`src/rtl/shift_register_stream_if.sv`:
```
// Word-input handshake for shift_register_stream: W-bit data with valid/ready flow control.
interface shift_register_stream_if #(
  parameter int W = 24
);
  logic [W-1:0] in_data;
  logic         in_valid;
  logic         in_ready;

  modport master (output in_data, output in_valid, input in_ready);
  modport slave  (input in_data, input in_valid, output in_ready);
endinterface

```
`src/rtl/shift_register_stream.sv`:
```
// Streaming serialiser: one-word holding buffer feeding a W-bit shifter that drives one
// output bit, each bit held BIT_CYCLES enabled cycles, back-to-back words with no gap.
module shift_register_stream #(
  parameter int   W          = 24,
  parameter bit   MSB_FIRST  = 1'b1,
  parameter int   BIT_CYCLES = 1,
  parameter logic IDLE_LEVEL = 1'b0
) (
  input  logic                   clk,
  input  logic                   rstn,
  input  logic                   en,
  shift_register_stream_if.slave in_if,
  output logic                   out,
  output logic                   bit_strobe,
  output logic                   busy,
  output logic                   done
);

  localparam int BW = $clog2(W);
  localparam int DW = (BIT_CYCLES > 1) ? $clog2(BIT_CYCLES) : 1;
  localparam logic [BW-1:0] BIT_LAST = BW'(W - 1);
  localparam logic [DW-1:0] DIV_LAST = DW'(BIT_CYCLES - 1);

  typedef enum logic {
    S_IDLE,
    S_SHIFT
  } state_e;

  state_e        state_q, state_d;
  logic [W-1:0]  buf_q, buf_d;
  logic          full_q, full_d;
  logic [W-1:0]  sh_q, sh_d;
  logic [BW-1:0] bit_q, bit_d;
  logic [DW-1:0] div_q, div_d;
  logic          out_q, out_d;
  logic          strobe_q, strobe_d;

  logic          accept;
  logic          load;
  logic [W-1:0]  sh_next;

  // Bit presented on out for a given shifter image.
  function automatic logic head(input logic [W-1:0] v);
    return MSB_FIRST ? v[W-1] : v[0];
  endfunction

  // in_ready comes only from the registered full flag, never from in_valid.
  assign in_if.in_ready = ~full_q;
  assign accept         = in_if.in_valid & ~full_q;
  assign sh_next        = MSB_FIRST ? (sh_q << 1) : (sh_q >> 1);

  always_comb begin
    // NOTE: every signal written here gets a default first, so no path can infer a latch.
    state_d  = state_q;
    sh_d     = sh_q;
    bit_d    = bit_q;
    div_d    = div_q;
    out_d    = out_q;
    strobe_d = 1'b0;
    load     = 1'b0;
    done     = 1'b0;

    case (state_q)
      S_IDLE: begin
        load = full_q;
      end
      S_SHIFT: begin
        if (en) begin
          if (div_q == DIV_LAST) begin
            div_d = '0;
            if (bit_q == BIT_LAST) begin
              done = 1'b1;
              load = full_q;
              if (!full_q) begin
                state_d = S_IDLE;
                out_d   = IDLE_LEVEL;
              end
            end else begin
              sh_d     = sh_next;
              bit_d    = bit_q + 1'b1;
              out_d    = head(sh_next);
              strobe_d = 1'b1;
            end
          end else begin
            div_d = div_q + 1'b1;
          end
        end
      end
      default: begin
        state_d = S_IDLE;
      end
    endcase

    // A load (from IDLE or chained off the last bit) overrides the shift bookkeeping.
    if (load) begin
      state_d  = S_SHIFT;
      sh_d     = buf_q;
      bit_d    = '0;
      div_d    = '0;
      out_d    = head(buf_q);
      strobe_d = 1'b1;
    end
  end

  always_comb begin
    full_d = full_q;
    buf_d  = buf_q;
    if (accept) begin
      full_d = 1'b1;
      buf_d  = in_if.in_data;
    end else if (load) begin
      full_d = 1'b0;
    end
  end

  // NOTE: sequential state uses non-blocking assignments so every register samples pre-edge values.
  always_ff @(posedge clk or negedge rstn) begin
    if (!rstn) begin
      state_q  <= S_IDLE;
      // NOTE: the one-word data buffer and shifter are reset with the control state so no X can reach out.
      buf_q    <= '0;
      full_q   <= 1'b0;
      sh_q     <= '0;
      bit_q    <= '0;
      div_q    <= '0;
      out_q    <= IDLE_LEVEL;
      strobe_q <= 1'b0;
    end else begin
      state_q  <= state_d;
      buf_q    <= buf_d;
      full_q   <= full_d;
      sh_q     <= sh_d;
      bit_q    <= bit_d;
      div_q    <= div_d;
      out_q    <= out_d;
      strobe_q <= strobe_d;
    end
  end

  assign out        = out_q;
  assign bit_strobe = strobe_q;
  assign busy       = (state_q == S_SHIFT);

endmodule
```
`src/flat_wrapper.sv`:
```
// flat-port wrapper written by rule: the top's interface ports become plain ports
module shift_register_stream_flat 
#(
  parameter int   W          = 24,
  parameter bit   MSB_FIRST  = 1'b1,
  parameter int   BIT_CYCLES = 1,
  parameter logic IDLE_LEVEL = 1'b0
)
  (clk, rstn, en, out, bit_strobe, busy, done, in_if_in_data, in_if_in_valid, in_if_in_ready);
  shift_register_stream_if #(.W(W)) in_if_i ();
  input  logic clk;
  input  logic rstn;
  input  logic en;
  output logic out;
  output logic bit_strobe;
  output logic busy;
  output logic done;
  input wire logic [$bits(in_if_i.in_data)-1:0] in_if_in_data;
  input wire logic [$bits(in_if_i.in_valid)-1:0] in_if_in_valid;
  output wire logic [$bits(in_if_i.in_ready)-1:0] in_if_in_ready;
  assign in_if_i.in_data = in_if_in_data;
  assign in_if_i.in_valid = in_if_in_valid;
  assign in_if_in_ready = in_if_i.in_ready;
  shift_register_stream #(.W(W), .MSB_FIRST(MSB_FIRST), .BIT_CYCLES(BIT_CYCLES), .IDLE_LEVEL(IDLE_LEVEL)) u_core (.clk(clk), .rstn(rstn), .en(en), .in_if(in_if_i), .out(out), .bit_strobe(bit_strobe), .busy(busy), .done(done));
endmodule
```
`config.mk`:
```
export PLATFORM = sky130hd
export DESIGN_NAME = shift_register_stream_flat
export DESIGN_NICKNAME = d
export VERILOG_FILES = /design/src/rtl/shift_register_stream_if.sv /design/src/rtl/shift_register_stream.sv /design/src/flat_wrapper.sv
export SDC_FILE = /design/constraint.sdc
export NUM_CORES = 1
export LEC_CHECK = 0
export ABC_AREA = 1
export CAP_MARGIN = 10
export CORE_MARGIN = 10
export CORE_UTILIZATION = 35
export CTS_CLUSTER_SIZE = 10
export DETAILED_ROUTE_END_ITERATION = 6
export PLACE_DENSITY_LB_ADDON = 0.3
export SETUP_SLACK_MARGIN = 0.3
export SLEW_MARGIN = 10
export SYNTH_ARGS = -nofsm -noshare
export SYNTH_HDL_FRONTEND = slang
export SYNTH_SLANG_ARGS = --single-unit
```
`constraint.sdc`:
```
create_clock -name clk -period 1.53 [get_ports clk]
set_clock_uncertainty 0.2 [all_clocks]
set_input_delay 0.2295 -clock clk [delete_from_list [all_inputs] [get_ports clk]]
set_output_delay 0.2295 -clock clk [all_outputs]
set_load 0.01 [all_outputs]
```
==> metrics, run 1 <==
Area contributors post-synth=dfrtp_1 (56%), nand2_1 (9.3%), nand3_1 (9.0%), mux2_2 (8.5%), nand3_2 (3.6%); warnings from Yosys=0; crit path to=u_core.sh_q[6]; Period minus WS final=1.771 ns; Seq cells post-synth=56; CP Launch Type=flop; Cells after Synth=233; Initial Util=36.43%; CTS Buf Count=5; max-cap check violation count=0; nets=340; core box area=0.006869 mm^2; die height=104.6 um; data arrival time of the critical path=1.76 ns; Pleak=1.976 nW; ys flop type=dfrtp_1; GRT Total Usage=10.62%; Filler cells=534; number of remaining DRC errors=0; register area share after synthesis=56.00%; outcome=complete, but fails checks; Min Hold Slack=0.1885 ns; Routed WL per cell=15.20 um; RSZ-0062 raised after global routing=yes; GPL Wtd Cong=0.7170; register area=0.001401 mm^2; Reg-to-Reg End=u_core.sh_q[6]; grt ovf=0; maximum clock path buffer count=2; Final period util=115.7%; synthesized area=0.002502 mm^2; Slew Limit Fails=0; first-pass GRT wire length=9853 um; Top-Level Pins=33; Worst-path clk slew=0.09 ns; Max Fclk=0.5648 GHz; H-tree Lvls=2; fraction of final layout cells sized beyond drive strength 1=51.77%; critical path class=reg -> reg; CTS root buf=clkbuf_8; final setup margin=-0.2406 ns; peak fanout along the critical path=6; Post-synth top cells=nand2_1 (62), dfrtp_1 (56), nand3_1 (45); initial DRC count=88; Rows=30; pwr/cell area=1372 mW/mm^2; Post-synth EDFFs=0; CTS tree=yes; Final setup viols=38; worst slew pin tran=0.4116 ns; most common cell in the netlist=nand2_1; footprint of the multi-input gates=0.001364 mm^2; area delta synth->final=60.05%; DR vias=1944; antenna violations before repair=0; final non-filler cell total=407; cell taking the most area after synthesis=dfrtp_1; max_slew headroom=72.56%; vias in the first global route=2130; crit path from=u_core.bit_q[1]; ANT nets after route=0; min-delay worst type=in -> async; antenna cells=0; Pre-antenna DRT Iters=4; Placed Cells incl. Taps=379; die area=0.01093 mm^2; Syn Nets=262; Syn Area/Cell=10.74 um^2; Via density=4.776; Worst-Skew Late Latency=0.31 ns; failing checks=setup timing; DP Wirelength=3641 um; Die X=104.6 um; number of port buffers=32; CTS sink cnt=56; Worst Path Required=1.52 ns; Hold Fails Final Rpt=0; worst r2r path cells=9; post-synth top area share=56.00%; Async SR Flop Fraction=100.0%; largest net degree at the start of global routing=26; Cell variety after synth=23; Critical R2R Launch=u_core.bit_q[1]; R2R Setup Slk=-0.24 ns; Setup crit end kind=flop; VDD IR max=0.6265 mV; WL final=6187 um
[worst max-delay path, stage by stage, from the launching register on]
cell	delay, ns
dfrtp_1	0.42
ha_2	0.22
nand2_2	0.06
inv_2	0.05
nand2_4	0.07
buf_6	0.10
nand3_4	0.10
bufbuf_16	0.30
nand3_2	0.07
nand3_2	0.07
[flip-flops by register name, summed over array words and instances, names as in the netlist]
signal and count:
u_core.bit_q 5, u_core.sh_q 23, u_core.bit_strobe 1, u_core.busy 1
u_core.full_q 1, u_core.out 1, u_core.buf_q 24
[logic make-up after synthesis]
group                    Yosys count  synth area share, %
adder cells (fa/ha/maj)            1               0.4999
flip-flops                        56                56.00
XOR/XNOR                           3                1.050
multiplexers                      23                10.35
buffers and inverters             19                5.900
AO/OA/AOI/OAI                      7                2.000
AND/OR/NAND/NOR                  124                24.20
[cells in the final DEF (no fill, tap or decap), types with 7 or more instances in the layout]
| cell type | count |
|---|---|
| buf_12 | 9 |
| buf_4 | 18 |
| buf_6 | 15 |
| clkbuf_8 | 7 |
| clkdlybuf4s50_1 | 26 |
| dfrtp_1 | 56 |
| mux2_4 | 23 |
| nand2_1 | 46 |
| nand2_2 | 15 |
| nand3_1 | 13 |
| nand3_2 | 38 |
[area by class of cell]
| cell class | instances | share of cell area, % |
|---|---|---|
| well taps | 96 | 2.999 |
| clock buffers | 7 | 2.405 |
| inverters | 8 | 1.468 |
| repair buffers | 79 | 23.52 |
| flip-flops and latches | 56 | 34.99 |
| repair inverters | 2 | 0.5623 |
| multi-input cells | 159 | 34.05 |
[through the flow]
stage	area (um^2)	power (mW)	setup slack (ns)	setup TNS, ns	util, %
finish	4005	5.493	-0.2406	-6.600	58.31
global route	4005	5.839	-0.2947	-8.608	58.31
CTS	3791	5.281	-0.1937	-5.213	55.19
detailed placement	3317	4.122	-0.3698	-9.639	48.29
global placement	3317	4.054	-0.3397	-8.715	48.29
floorplan	2720	3.533	-0.05371	-1.133	-
[layer usage]
layer	up-vias	global-route usage (%)	share of wire [%]
met3	8	2.396	2.2
met1	967	12.95	43
met2	31	18.85	53
li1	938	-	-
met4	0	1.789	1.5
met5	-	0	0
[power by group]
part           switching (mW)  total (mW)  internal [mW]
sequential              0.413        2.48           2.07
clock                   0.457       0.861          0.405
combinational           0.829        2.15           1.32
total                    1.70        5.49           3.79
[how the worst min path moves through the flow]
stage               slack (ns)  depth (start not counted)          endpoint
finish                    0.19                          2   u_core.buf_q[7]
global route              0.20                          2   u_core.buf_q[7]
CTS                       0.19                          2   u_core.buf_q[7]
detailed placement       -0.02                          1  u_core.buf_q[11]
global placement         -0.02                          1  u_core.buf_q[11]
floorplan                -0.27                          0   u_core.bit_q[0]
[what timing repair did]
| item | CTS | global route |
|---|---|---|
| pin swaps | 9 | 13 |
| cloned | 5 | 3 |
| gates resized for setup | 58 | 31 |
| hold buffers | 1 | 0 |
| setup endpoints to repair | 60 | 61 |
| setup buffers | 8 | 4 |
| endpoints found under the hold margin | 56 | 0 |
Note: power is estimated with default switching activity, not from simulation.
==> run 2, diff against run 1 <==
--- a/config.mk
+++ b/config.mk
@@ -12,6 +12,7 @@
 export CTS_CLUSTER_SIZE = 10
 export DETAILED_ROUTE_END_ITERATION = 6
 export PLACE_DENSITY_LB_ADDON = 0.3
+export REMOVE_ABC_BUFFERS = 1
 export SETUP_SLACK_MARGIN = 0.3
 export SLEW_MARGIN = 10
 export SYNTH_ARGS = -nofsm -noshare
==> run 2 against run 1 <==
  * The run still ends with setup timing left
  * Wire length decreased by 11%
  * Die area unchanged
  * Sequential share of layout area rose by 4.7 points
  * Via count down 5.2%
  * Maximum frequency rose by 3.2%
  * Cell count shrank 3.2%
  * Critical path depth is 2 higher
  * Count of clock-buffer cells in the layout down 1
  * Non-clock buffer count decreased by 11
  * Critical endpoint is now u_core.sh_q[21]
  * Largest cell class unchanged
==> metrics, run 2 (synthesis results as in run 1) <==
Top-Level Pins=33 (unchanged); CTS Buf Count=5 (unchanged); min-delay worst type=in -> async; antenna violations before repair=0 (unchanged); CP Launch Type=flop; core box area=0.006869 mm^2 (unchanged); Initial Util=36.43% (unchanged); Die X=104.6 um (unchanged); worst slew pin tran=0.2761 ns (-0.1354 ns); Hold Fails Final Rpt=0 (unchanged); Worst-Skew Late Latency=0.31 ns (about the same); Max Fclk=0.5828 GHz (+3.2%); Final setup viols=32 (-16%); CTS sink cnt=56 (unchanged); VDD IR max=0.6979 mV (+11%); fraction of final layout cells sized beyond drive strength 1=36.91% (-15 points); failing checks=setup timing; number of port buffers=32 (unchanged); die area=0.01093 mm^2 (unchanged); commonest non-fill, non-tap cell in the layout=dfrtp_1; GRT Total Usage=9.873% (-0.75 points); number of remaining DRC errors=0 (unchanged); Worst-path clk slew=0.10 ns (about the same); DP Wirelength=3202 um (-12%); Final period util=112.1% (-3.6 points); antenna cells=0 (unchanged); final non-filler cell total=394 (-3.2%); GPL Wtd Cong=0.7038 (-1.8%); H-tree Lvls=2 (unchanged); RSZ-0062 raised after global routing=yes; DR vias=1842 (-5.2%); Critical Path Max Stage Delay=0.40 ns (-0.02 ns); CTS tree=yes; first-pass GRT wire length=8901 um (-9.7%); Setup crit end kind=flop; area delta synth->final=41.10%; data arrival time of the critical path=1.72 ns (-0.04 ns); Post-DP Area=0.003065 mm^2 (-7.6%); most frequent cells in the layout=dfrtp_1 (56), nand2_1 (51), nand3_1 (42); worst-path cell chain=ha_2 > nand2_2 > inv_2 > buf_6 > nand3_4 > nand2_4 > nand2_8 > buf_12 > inv_16 > nand2_1 > nand3_1; post-route design area=0.003531 mm^2 (-12%); outcome=complete, but fails checks; final setup margin=-0.1858 ns (+0.05479 ns); ANT nets after route=0 (unchanged); largest net degree at the start of global routing=48 (+85%); Pre-antenna DRT Iters=4 (unchanged); vias in the first global route=1882 (-12%); Period minus WS final=1.716 ns (-0.05479 ns); largest reg by FF count=u_core.buf_q; Placed Cells incl. Taps=372 (-1.8%); maximum clock path buffer count=2 (unchanged); Largest regs=u_core.buf_q (24), u_core.sh_q (23), u_core.bit_q (5); CTS root buf=clkbuf_8; WL final=5492 um (-11%); nets=326 (-4.1%); max-cap check violation count=0 (unchanged); Routed WL per cell=13.94 um (-8.3%); pwr/cell area=1401 mW/mm^2 (+2.1%); Slew Limit Fails=0 (unchanged); max_slew headroom=81.40% (+8.8 points); Final Power=4.946 mW (-10%); peak fanout along the critical path=24 (+18); Worst Path Required=1.54 ns (+0.02 ns); Via density=4.675 (-2.1%); grt ovf=0 (unchanged); Pleak=1.693 nW (-14%); CP max stage cell=dfrtp_1; Rows=30 (unchanged); setup_tns=-5.020 ns (+1.580 ns); fin util=51.40% (-6.9 points); critical path class=reg -> reg; max FFs per register=24 (unchanged); initial DRC count=68 (-23%); die height=104.6 um (unchanged)
run 2: cell types whose count changed in the layout (fill, tap and decap cells not counted), sizes merged:
| cell | before | now |
|---|---|---|
| inv | 9 | 8 |
| nand2 | 67 | 66 |
| clkbuf | 7 | 8 |
| bufbuf | 1 | 0 |
| clkinv | 1 | 0 |
| clkinvlp | 0 | 2 |
| buf | 51 | 39 |
run 2: worst paths after layout:
kind / startpoint / to / slack [ns] / cells past startpoint
setup / recovery: u_core.bit_q[1] / u_core.sh_q[21] / -0.19 / 11
hold / removal: rstn / u_core.buf_q[8] / 0.10 / 2
setup reg to reg: u_core.bit_q[1] / u_core.sh_q[21] / -0.19 / 11
hold reg to reg: u_core.buf_q[0] / u_core.sh_q[0] / 0.29 / 2
max in group asynchronous: rstn / u_core.out / 0.51 / 3
min in group clk: u_core.buf_q[0] / u_core.sh_q[0] / 0.29 / 2
run 2: final cells by class:
cell class / count / area, um^2
well taps: 96 / 120.1
fillers: 630 / 3338
clock inverters: 2 / 15.01
repair buffers: 68 / 793.3
clock buffers: 6 / 82.58
flip-flops and latches: 56 / 1401
inverters: 8 / 46.29
multi-input cells: 158 / 1072
run 2: power breakdown:
part           leakage [nW]  switching (mW)  internal, mW
registers             0.707           0.314          2.06
logic                 0.942           0.678          1.03
clock network        0.0434           0.498         0.368
total                  1.69            1.49          3.46
run 2: per-layer routing:
| metal | track usage [%] | vias up | part of all wire, % |
|---|---|---|---|
| met5 | 0 | - | 0 |
| met4 | 3.280 | 0 | 1.1 |
| met3 | 2.273 | 7 | 2.8 |
| met2 | 16.47 | 30 | 50 |
| met1 | 12.26 | 902 | 46 |
| li1 | - | 903 | - |
run 2: worst max-delay path, delay by kind of cell (launching register included):
family | cells | cell delay, ns
buffers and inverters | 4 | 0.34
flip-flops | 1 | 0.40
AND/OR/NAND/NOR | 6 | 0.45
adder cells (fa/ha/maj) | 1 | 0.20
run 2: metrics by stage:
| step | setup slack (ns) | hold WS, ns |
|---|---|---|
| 2_1_floorplan | -0.1956 | -0.2661 |
| 3_3_place_gp | -0.3055 | -0.09261 |
| 3_5_place_dp | -0.3146 | -0.08851 |
| 4_1_cts | -0.1685 | 0.09343 |
| 5_1_grt | -0.2659 | 0.1023 |
| 6_report | -0.1858 | 0.1017 |
run 2: repair_timing:
action | in CTS | in global routing
cloned | 4 | 2
setup buffers | 4 | 3
endpoints found under the setup margin | 61 | 61
pin swaps | 2 | 5
hold buffers | 1 | 0
endpoints found under the hold margin | 56 | 0
gates resized for setup | 58 | 6
